<file path="config.mk">
export PLATFORM = sky130hd
export DESIGN_NAME = bubble_sort_ctrl
export DESIGN_NICKNAME = d
export VERILOG_FILES = /design/src/rtl/bsort_pkg.sv /design/src/rtl/bubble_sort_ctrl_compare_swap.sv /design/src/rtl/bubble_sort_ctrl.sv
export SDC_FILE = /design/constraint.sdc
export NUM_CORES = 1
export LEC_CHECK = 0
export CAP_MARGIN = 10
export CORE_ASPECT_RATIO = 1.1
export CORE_UTILIZATION = 45
export DETAILED_ROUTE_END_ITERATION = 16
export PLACE_DENSITY = 0.79
export SLEW_MARGIN = 20
export SYNTH_ARGS = -nofsm -noshare
export SYNTH_HDL_FRONTEND = slang
export SYNTH_SLANG_ARGS = --single-unit
</file>
<file path="constraint.sdc">
create_clock -name clk -period 7.7 [get_ports clk]
set_input_delay 1.54 -clock clk [delete_from_list [all_inputs] [get_ports clk]]
set_output_delay 1.54 -clock clk [all_outputs]
set_load 0.01 [all_outputs]
</file>
<file path="src/rtl/bsort_pkg.sv">
// Shared types and sizing helpers for the bubble-sort sequencing controller.
package bsort_pkg;

    // Controller states: load/wait, walk adjacent pairs, end-of-pass decision, completion pulse.
    typedef enum logic [1:0] {
        IDLE  = 2'd0,
        PASS  = 2'd1,
        CHECK = 2'd2,
        DONE  = 2'd3
    } state_e;

    localparam int DEF_WIDTH = 4;
    localparam int DEF_DEPTH = 4;

    // Width needed to hold a pair index or pass count (both range 0..DEPTH-2), never below one bit.
    function automatic int idx_width(input int depth);
        if (depth <= 2) begin
            return 1;
        end else begin
            return $clog2(depth);
        end
    endfunction

    // Width of the swap counter: a full sort of DEPTH entries needs at most DEPTH*(DEPTH-1)/2 swaps.
    function automatic int cnt_width(input int depth);
        return $clog2(depth * (depth - 1) / 2 + 1);
    endfunction

endpackage

</file>
<file path="src/rtl/bubble_sort_ctrl_compare_swap.sv">
// Single unsigned compare-swap element: orders two operands and flags when they were out of order.
// Equal operands are treated as already ordered so identical values never swap.
module compare_swap #(
    parameter int WIDTH = 4
) (
    input  logic [WIDTH-1:0] a,
    input  logic [WIDTH-1:0] b,
    output logic [WIDTH-1:0] lo,
    output logic [WIDTH-1:0] hi,
    output logic             swap
);

    // Strict greater-than decides the exchange; outputs route the smaller value to lo.
    always_comb begin
        swap = (a > b);
        if (swap) begin
            lo = b;
            hi = a;
        end else begin
            lo = a;
            hi = b;
        end
    end

endmodule

</file>
<file path="src/rtl/bubble_sort_ctrl.sv">
// Bubble-sort sequencing controller: owns the entry register file, loads entries by one-hot
// select, and on start walks one compare-swap unit over adjacent pairs pass by pass, stopping
// early after a pass with no swaps (or after DEPTH-1 passes, which always suffices).
module bubble_sort_ctrl
    import bsort_pkg::*;
#(
    parameter int WIDTH = DEF_WIDTH,
    parameter int DEPTH = DEF_DEPTH
) (
    input  logic                                       clk,
    input  logic                                       rst_n,
    input  logic                                       wr_en,
    input  logic [DEPTH-1:0]                           wr_sel,
    input  logic [WIDTH-1:0]                           wr_data,
    input  logic                                       start,
    output logic                                       busy,
    output logic                                       done,
    output logic [DEPTH*WIDTH-1:0]                     sorted_bus,
    output logic [$clog2(DEPTH*(DEPTH-1)/2+1)-1:0]     swap_cnt
);

    localparam int IW = idx_width(DEPTH);
    localparam int CW = $clog2(DEPTH * (DEPTH - 1) / 2 + 1);
    localparam logic [IW-1:0] LAST_IDX = IW'(DEPTH - 2);

    state_e            state_q, state_d;
    logic [IW-1:0]     idx_q, idx_d;
    logic [IW-1:0]     pass_q, pass_d;
    logic              swapped_q, swapped_d;
    logic [CW-1:0]     cnt_q, cnt_d;
    logic              busy_q, busy_d;
    logic              done_q, done_d;
    logic [WIDTH-1:0]  mem_q [DEPTH];
    logic [WIDTH-1:0]  mem_d [DEPTH];

    logic [IW-1:0]     idx_nx_s;
    logic [WIDTH-1:0]  op_a_s, op_b_s, lo_s, hi_s;
    logic              swap_s;
    logic              wr_ok_s;

    // Select the adjacent pair entry[idx], entry[idx+1] that feeds the shared compare-swap unit.
    always_comb begin
        idx_nx_s = idx_q + IW'(1);
        op_a_s   = '0;
        op_b_s   = '0;
        for (int i = 0; i < DEPTH; i++) begin
            op_a_s = (IW'(i) == idx_q)    ? mem_q[i] : op_a_s;
            op_b_s = (IW'(i) == idx_nx_s) ? mem_q[i] : op_b_s;
        end
    end

    compare_swap #(
        .WIDTH (WIDTH)
    ) u_cmp (
        .a    (op_a_s),
        .b    (op_b_s),
        .lo   (lo_s),
        .hi   (hi_s),
        .swap (swap_s)
    );

    // A load is only honoured when exactly one select bit is set.
    always_comb begin
        wr_ok_s = wr_en && $onehot(wr_sel);
    end

    // Next-state logic for the FSM, counters and register file.
    always_comb begin
        state_d   = state_q;
        idx_d     = idx_q;
        pass_d    = pass_q;
        swapped_d = swapped_q;
        cnt_d     = cnt_q;
        for (int i = 0; i < DEPTH; i++) begin
            mem_d[i] = mem_q[i];
        end

        case (state_q)
            IDLE, DONE: begin
                // Loads are accepted while not sorting; the sort starts on the updated contents.
                for (int i = 0; i < DEPTH; i++) begin
                    mem_d[i] = (wr_ok_s && wr_sel[i]) ? wr_data : mem_q[i];
                end
                if (start && (state_q == IDLE)) begin
                    state_d   = PASS;
                    idx_d     = '0;
                    pass_d    = '0;
                    swapped_d = 1'b0;
                    cnt_d     = '0;
                end else if (state_q == DONE) begin
                    state_d = IDLE;
                end else begin
                    state_d = state_q;
                end
            end
            PASS: begin
                if (swap_s) begin
                    for (int i = 0; i < DEPTH; i++) begin
                        mem_d[i] = (IW'(i) == idx_q)    ? lo_s :
                                   (IW'(i) == idx_nx_s) ? hi_s : mem_q[i];
                    end
                    swapped_d = 1'b1;
                    cnt_d     = cnt_q + CW'(1);
                end else begin
                    swapped_d = swapped_q;
                end
                if (idx_q == LAST_IDX) begin
                    state_d = CHECK;
                end else begin
                    idx_d = idx_nx_s;
                end
            end
            CHECK: begin
                // A clean pass proves order; DEPTH-1 passes guarantee it regardless.
                if (!swapped_q || (pass_q == LAST_IDX)) begin
                    state_d = DONE;
                end else begin
                    state_d   = PASS;
                    pass_d    = pass_q + IW'(1);
                    idx_d     = '0;
                    swapped_d = 1'b0;
                end
            end
            default: begin
                state_d = IDLE;
            end
        endcase

        busy_d = (state_d == PASS) || (state_d == CHECK);
        done_d = (state_d == DONE);
    end

    // State, counters, register file and registered handshake outputs.
    always_ff @(posedge clk or negedge rst_n) begin
        if (!rst_n) begin
            state_q   <= IDLE;
            idx_q     <= '0;
            pass_q    <= '0;
            swapped_q <= 1'b0;
            cnt_q     <= '0;
            busy_q    <= 1'b0;
            done_q    <= 1'b0;
            for (int i = 0; i < DEPTH; i++) begin
                mem_q[i] <= '0;
            end
        end else begin
            state_q   <= state_d;
            idx_q     <= idx_d;
            pass_q    <= pass_d;
            swapped_q <= swapped_d;
            cnt_q     <= cnt_d;
            busy_q    <= busy_d;
            done_q    <= done_d;
            for (int i = 0; i < DEPTH; i++) begin
                mem_q[i] <= mem_d[i];
            end
        end
    end

    // Flatten the register file onto the result bus, entry 0 in the least significant slot.
    always_comb begin
        sorted_bus = '0;
        for (int i = 0; i < DEPTH; i++) begin
            sorted_bus[i*WIDTH +: WIDTH] = mem_q[i];
        end
    end

    assign busy     = busy_q;
    assign done     = done_q;
    assign swap_cnt = cnt_q;

endmodule

</file>
* Word-level counts from Yosys, hierarchy flattened
Index checks and enable logic that the tools add are counted.
Storage, ports and cells: flip-flop bits (word level) 28, bits of input ports 12, output and inout bits 21, word-level logic and storage cells 108
Operators by class: $add $sub $neg 6, magnitude comparators 1, equal/unequal tests 27, mux-type cells 40, reduce and logical (&&, ||, !) cells 23
Operators by type and width (count):
- $mux 4 | 20
- $pmux 16 s2 | 1
- $mux 16 | 1
- $mux 2 | 8
- $ne 2x2->1 const B | 8
- $reduce_and 4->1 | 4
- $eq 2x2->1 const B | 6
- $ne 3x3->1 const B | 4
- $pmux 2 s3 | 2
- $reduce_and 3->1 | 4
- $eq 2x2->1 const A | 4
- $logic_and 1x1->1 | 6
- $logic_not 2->1 | 3
- $mux 3 | 2
- $pmux 3 s2 | 1
- $add 1x1->2 | 2
- $add 2x1->2 const B | 2
- $eq 1x2->1 const A | 2
- $eq 2x1->1 const B | 2
- $gt 4x4->1 | 1
- $pmux 2 s2 | 1
- $reduce_bool 2->1 | 2
- $add 2x2->3 | 1
- $add 3x1->3 const B | 1
- 6 further kinds | 9

* Depth between registers and ports, before layout
depth in word-level cells 9, gate-level depth with buffers 13, depth with buffers taken out 11

* Hierarchy
A second synthesis with hierarchy kept.
Unflattened totals: cells, all modules 231, area total of the unflattened synthesis 2194.6 um^2
By module, submodules not included:
- bubble_sort_ctrl | times used 1, cells an instance 210, area an instance 1989.4 um^2, sequential area each 700.7 um^2
- compare_swap | times used 1, cells an instance 21, area an instance 205.2 um^2, sequential area each 0.0 um^2

* Worst setup path before layout
Ideal clock, no wire load.
path kind input port to flip-flop, from in wr_sel[0], to reg mem_q (netlist bit sorted_bus[10]), setup time 0.128 ns, arrival time 3.816 ns, required time 7.572 ns, slack 3.756 ns, stages on the path 10, cell sequence inv_1 -> fa_1 -> inv_1 -> ha_1 -> ha_1 -> and4bb_2 -> a21oi_1 -> or4_1 -> buf_2 -> mux2_1
On the way: longest elaborated chain between the ends 7
Ends and longest elaborated chain:
- start: declaration | RTL line bubble_sort_ctrl.sv:13 | input logic [DEPTH-1:0] wr_sel,
- $add 1x1->2 (implied by the code) | RTL line bubble_sort_ctrl.sv:64 | wr_ok_s = wr_en && $onehot(wr_sel);
- $add 2x2->3 (implied by the code) | RTL line bubble_sort_ctrl.sv:64
- $eq 3x1->1 | RTL line bubble_sort_ctrl.sv:64
- $logic_and 1x1->1 | RTL line bubble_sort_ctrl.sv:64
- $logic_and 1x1->1 | RTL line bubble_sort_ctrl.sv:82 | mem_d[i] = (wr_ok_s && wr_sel[i]) ? wr_data : mem_q[i];
- $ne 2x2->1 (no line)
- $reduce_and 4->1 (no line)
- end signal: indexed assignment | RTL line bubble_sort_ctrl.sv:155 | mem_q[i] <= mem_d[i];
- end: declaration | RTL line bubble_sort_ctrl.sv:33 | logic [WIDTH-1:0] mem_q [DEPTH];
Every way passes these cells. A chain may end at the register's enable or synchronous reset.

* Final worst setup path
from in wr_sel[0], to reg mem_q (netlist bit sorted_bus[8])
The elaborated chain is that of the path after synthesis.

==> flow_metrics.env <==
export IMPL_leakagePower_nw=1.10
export IMPL_final_cells=324
export IMPL_tightest_slew_ps=581
export IMPL_fp_dieH_um=74.7
export IMPL_drc=0
export IMPL_fmax_mhz=235
export IMPL_synthToLayoutAreaGrowth_pct=19.4
export IMPL_final_common_cell="clkdlybuf4s50_1"
export IMPL_core_um2=4620
export IMPL_ir_drop_mv=0.290
export IMPL_fill_cells=444
export IMPL_synth_top_cell_area_share_pct=32.4
export IMPL_status="complete, no violations"
export IMPL_syn_inst=240
export IMPL_post_place_cells=320
export IMPL_dr_pass1_iters=4
export IMPL_critPathRequiredTime_ps=7880
export IMPL_hp_class="reg2reg"
export IMPL_grt_total_usage_pct=23.5
export IMPL_post_drt_wl_per_cell_um=16.6
export IMPL_drv_slew=0
export IMPL_final_hold_violation_count=0
export IMPL_n_antenna_cell=0
export IMPL_ant_nets=0
export IMPL_gp_congestion=0.906
export IMPL_startpoint_type="input port"
export IMPL_cts_setup_buffers=0
export IMPL_post_synth_cell_area_avg_um2=9.02
export IMPL_p_per_area_nw_per_um2=534
export IMPL_ys_types=41
export IMPL_synth_area_um2=2160
export IMPL_drtIter0Drc=207
export IMPL_synth_nets=271
export IMPL_layout_common_cells="clkdlybuf4s50_1 (32), dfrtp_1 (28), inv_1 (20), o21ai_0 (19), ha_1 (18)"
export IMPL_endpoint_kind="flop"
export IMPL_async_reset_ff_share_pct=100
export IMPL_io_pins=33
export IMPL_grt_pass1_vias=1928
export IMPL_drive_above_1_share_pct=8.96
export IMPL_cts_sinks=28
export IMPL_whs_ps=507
export IMPL_ys_seq_elements=28
export IMPL_antenna_found_initial=0
export IMPL_rows=26
export IMPL_via_per_inst=6.10
export IMPL_grt_pass1_wl_um=8910
export IMPL_fin_crit_ps=4250
export IMPL_cp_arrival_ps=4430
export IMPL_cts_root_buf="clkbuf_8"
export IMPL_die_area_um2=5090
export IMPL_clk_pin_slew_ps=100
export IMPL_synth_area_leader_cell="dfrtp_1"
export IMPL_die_x_um=68.1
export IMPL_htreeDepth=1
export IMPL_finalSetupTns_ps=0
export IMPL_ys_top_cells_by_area="dfrtp_1 (32%), ha_1 (10%), mux2_2 (6.2%)"
export IMPL_grt_overflow_total=0
export IMPL_finalSetupViolations=0
export IMPL_ys_warnings_count=0
export IMPL_vias=1976
export IMPL_cts_hold_buffers=0
export IMPL_dpl_hpwl_um=3900
export IMPL_finClkSkew_ps=3.90
export IMPL_wirelength_um=5380
export IMPL_fin_crit_sh_pct=55.2
export IMPL_cts_repair_resize_count=0
export IMPL_nets=300
export IMPL_cts_inserted_buffers=3
export IMPL_synth_seq_area_share_pct=32.4
export IMPL_grt_max_degree=37
export IMPL_place_port_buffers=32
export IMPL_regToRegSetupSlack_ps=3790
export IMPL_grt_setup_unrepaired="no"
export IMPL_finish_utilization_pct=56.0
export IMPL_synthFlopType="dfrtp_1"
export IMPL_cts_tree="built"
export IMPL_synth_edf_count=0
export IMPL_relSlewSlack_pct=61.3
export IMPL_drv_cap=0
export IMPL_initial_core_util_pct=46.9
export IMPL_insertion_delay_ps=290
export IMPL_cp_max_fo=4
export IMPL_cts_buffer_depth=2
export IMPL_path_class="in2reg"
-- cells by family (layout without fill, tap and decap cells) --
family,Yosys count,in the layout,synth area share (%)
compound gates,67,67,20.4
fa+ha+maj,19,19,11.3
buf+inv,31,59,5.66
flops,28,28,32.4
mux,21,21,10.6
simple gates,74,74,19.6
-- routing by layer --
layer / wire length, um / part of all wire, % / track usage, %
met4: 124 / 2.3 / 9.72
met2: 2610 / 48 / 39.4
met1: 2340 / 43 / 29.7
met3: 312 / 5.8 / 3.79
met5: 0 / 0 / 0
-- critical path: stages --
cell,delay (ps)
clkdlybuf4s50_1,470
inv_1,60
fa_1,530
inv_1,40
ha_1,180
ha_1,270
and4bb_2,330
a21oi_1,70
or4_1,590
mux2_1,350
-- state kept, by name, summed over array words and instances, names as in the netlist --
signal	count
sorted_bus	16
busy	1
pass_q	2
done	1
idx_q	2
swapped_q	1
state_q	2
swap_cnt	3
-- cells in the mapped netlist, types with 2 or more instances --
master / n
dfrtp_1: 28
inv_1: 20
o21ai_0: 19
ha_1: 18
nand2_1: 16
a21oi_1: 12
mux2_2: 12
nor2b_1: 11
o211ai_1: 11
a211oi_1: 10
nand3b_1: 9
nor2_1: 8
nor3b_1: 8
clkbuf_1: 7
nand3_1: 7
nand2b_1: 6
mux2i_1: 5
mux2_1: 4
a31oi_1: 3
o221ai_1: 3
a311oi_1: 2
buf_2: 2
-- power breakdown --
group	switching [mW]	leakage (nW)	internal, mW
clock	0.0503	0.0288	0.0460
sequential	0.0723	0.352	0.220
combinational	0.537	0.715	0.456
-- per-stage QoR --
| step | setup WS (ps) | instance area [um2] | power (mW) |
|---|---|---|---|
| 2_1_floorplan | 3760 | 2160 | 0.988 |
| 3_3_place_gp | 3200 | 2530 | 1.26 |
| 3_5_place_dp | 3140 | 2530 | 1.28 |
| 4_1_cts | 3450 | 2580 | 1.38 |
| 5_1_grt | 3310 | 2580 | 1.51 |
| 6_report | 3450 | 2580 | 1.38 |
-- worst paths after layout --
path,startpoint,end,cells past startpoint
min in group asynchronous,rst_n,sorted_bus[2],2
hold reg to reg,pass_q[0],pass_q[0],1
setup reg to reg,idx_q[0],sorted_bus[5],12
max in group asynchronous,rst_n,sorted_bus[4],2
hold / removal,pass_q[0],pass_q[0],1
setup / recovery,wr_sel[0],sorted_bus[8],10
-- final cells by class --
type | count | area, um2 | share of cell area [%]
multi-input combinational | 181 | 1340 | 51.9
sequential | 28 | 701 | 27.1
timing repair buffer | 35 | 343 | 13.3
inverter | 20 | 75.1 | 2.90
tap | 56 | 70.1 | 2.71
clock buffer | 4 | 55.1 | 2.13
Power figures use the tool's default switching activity.
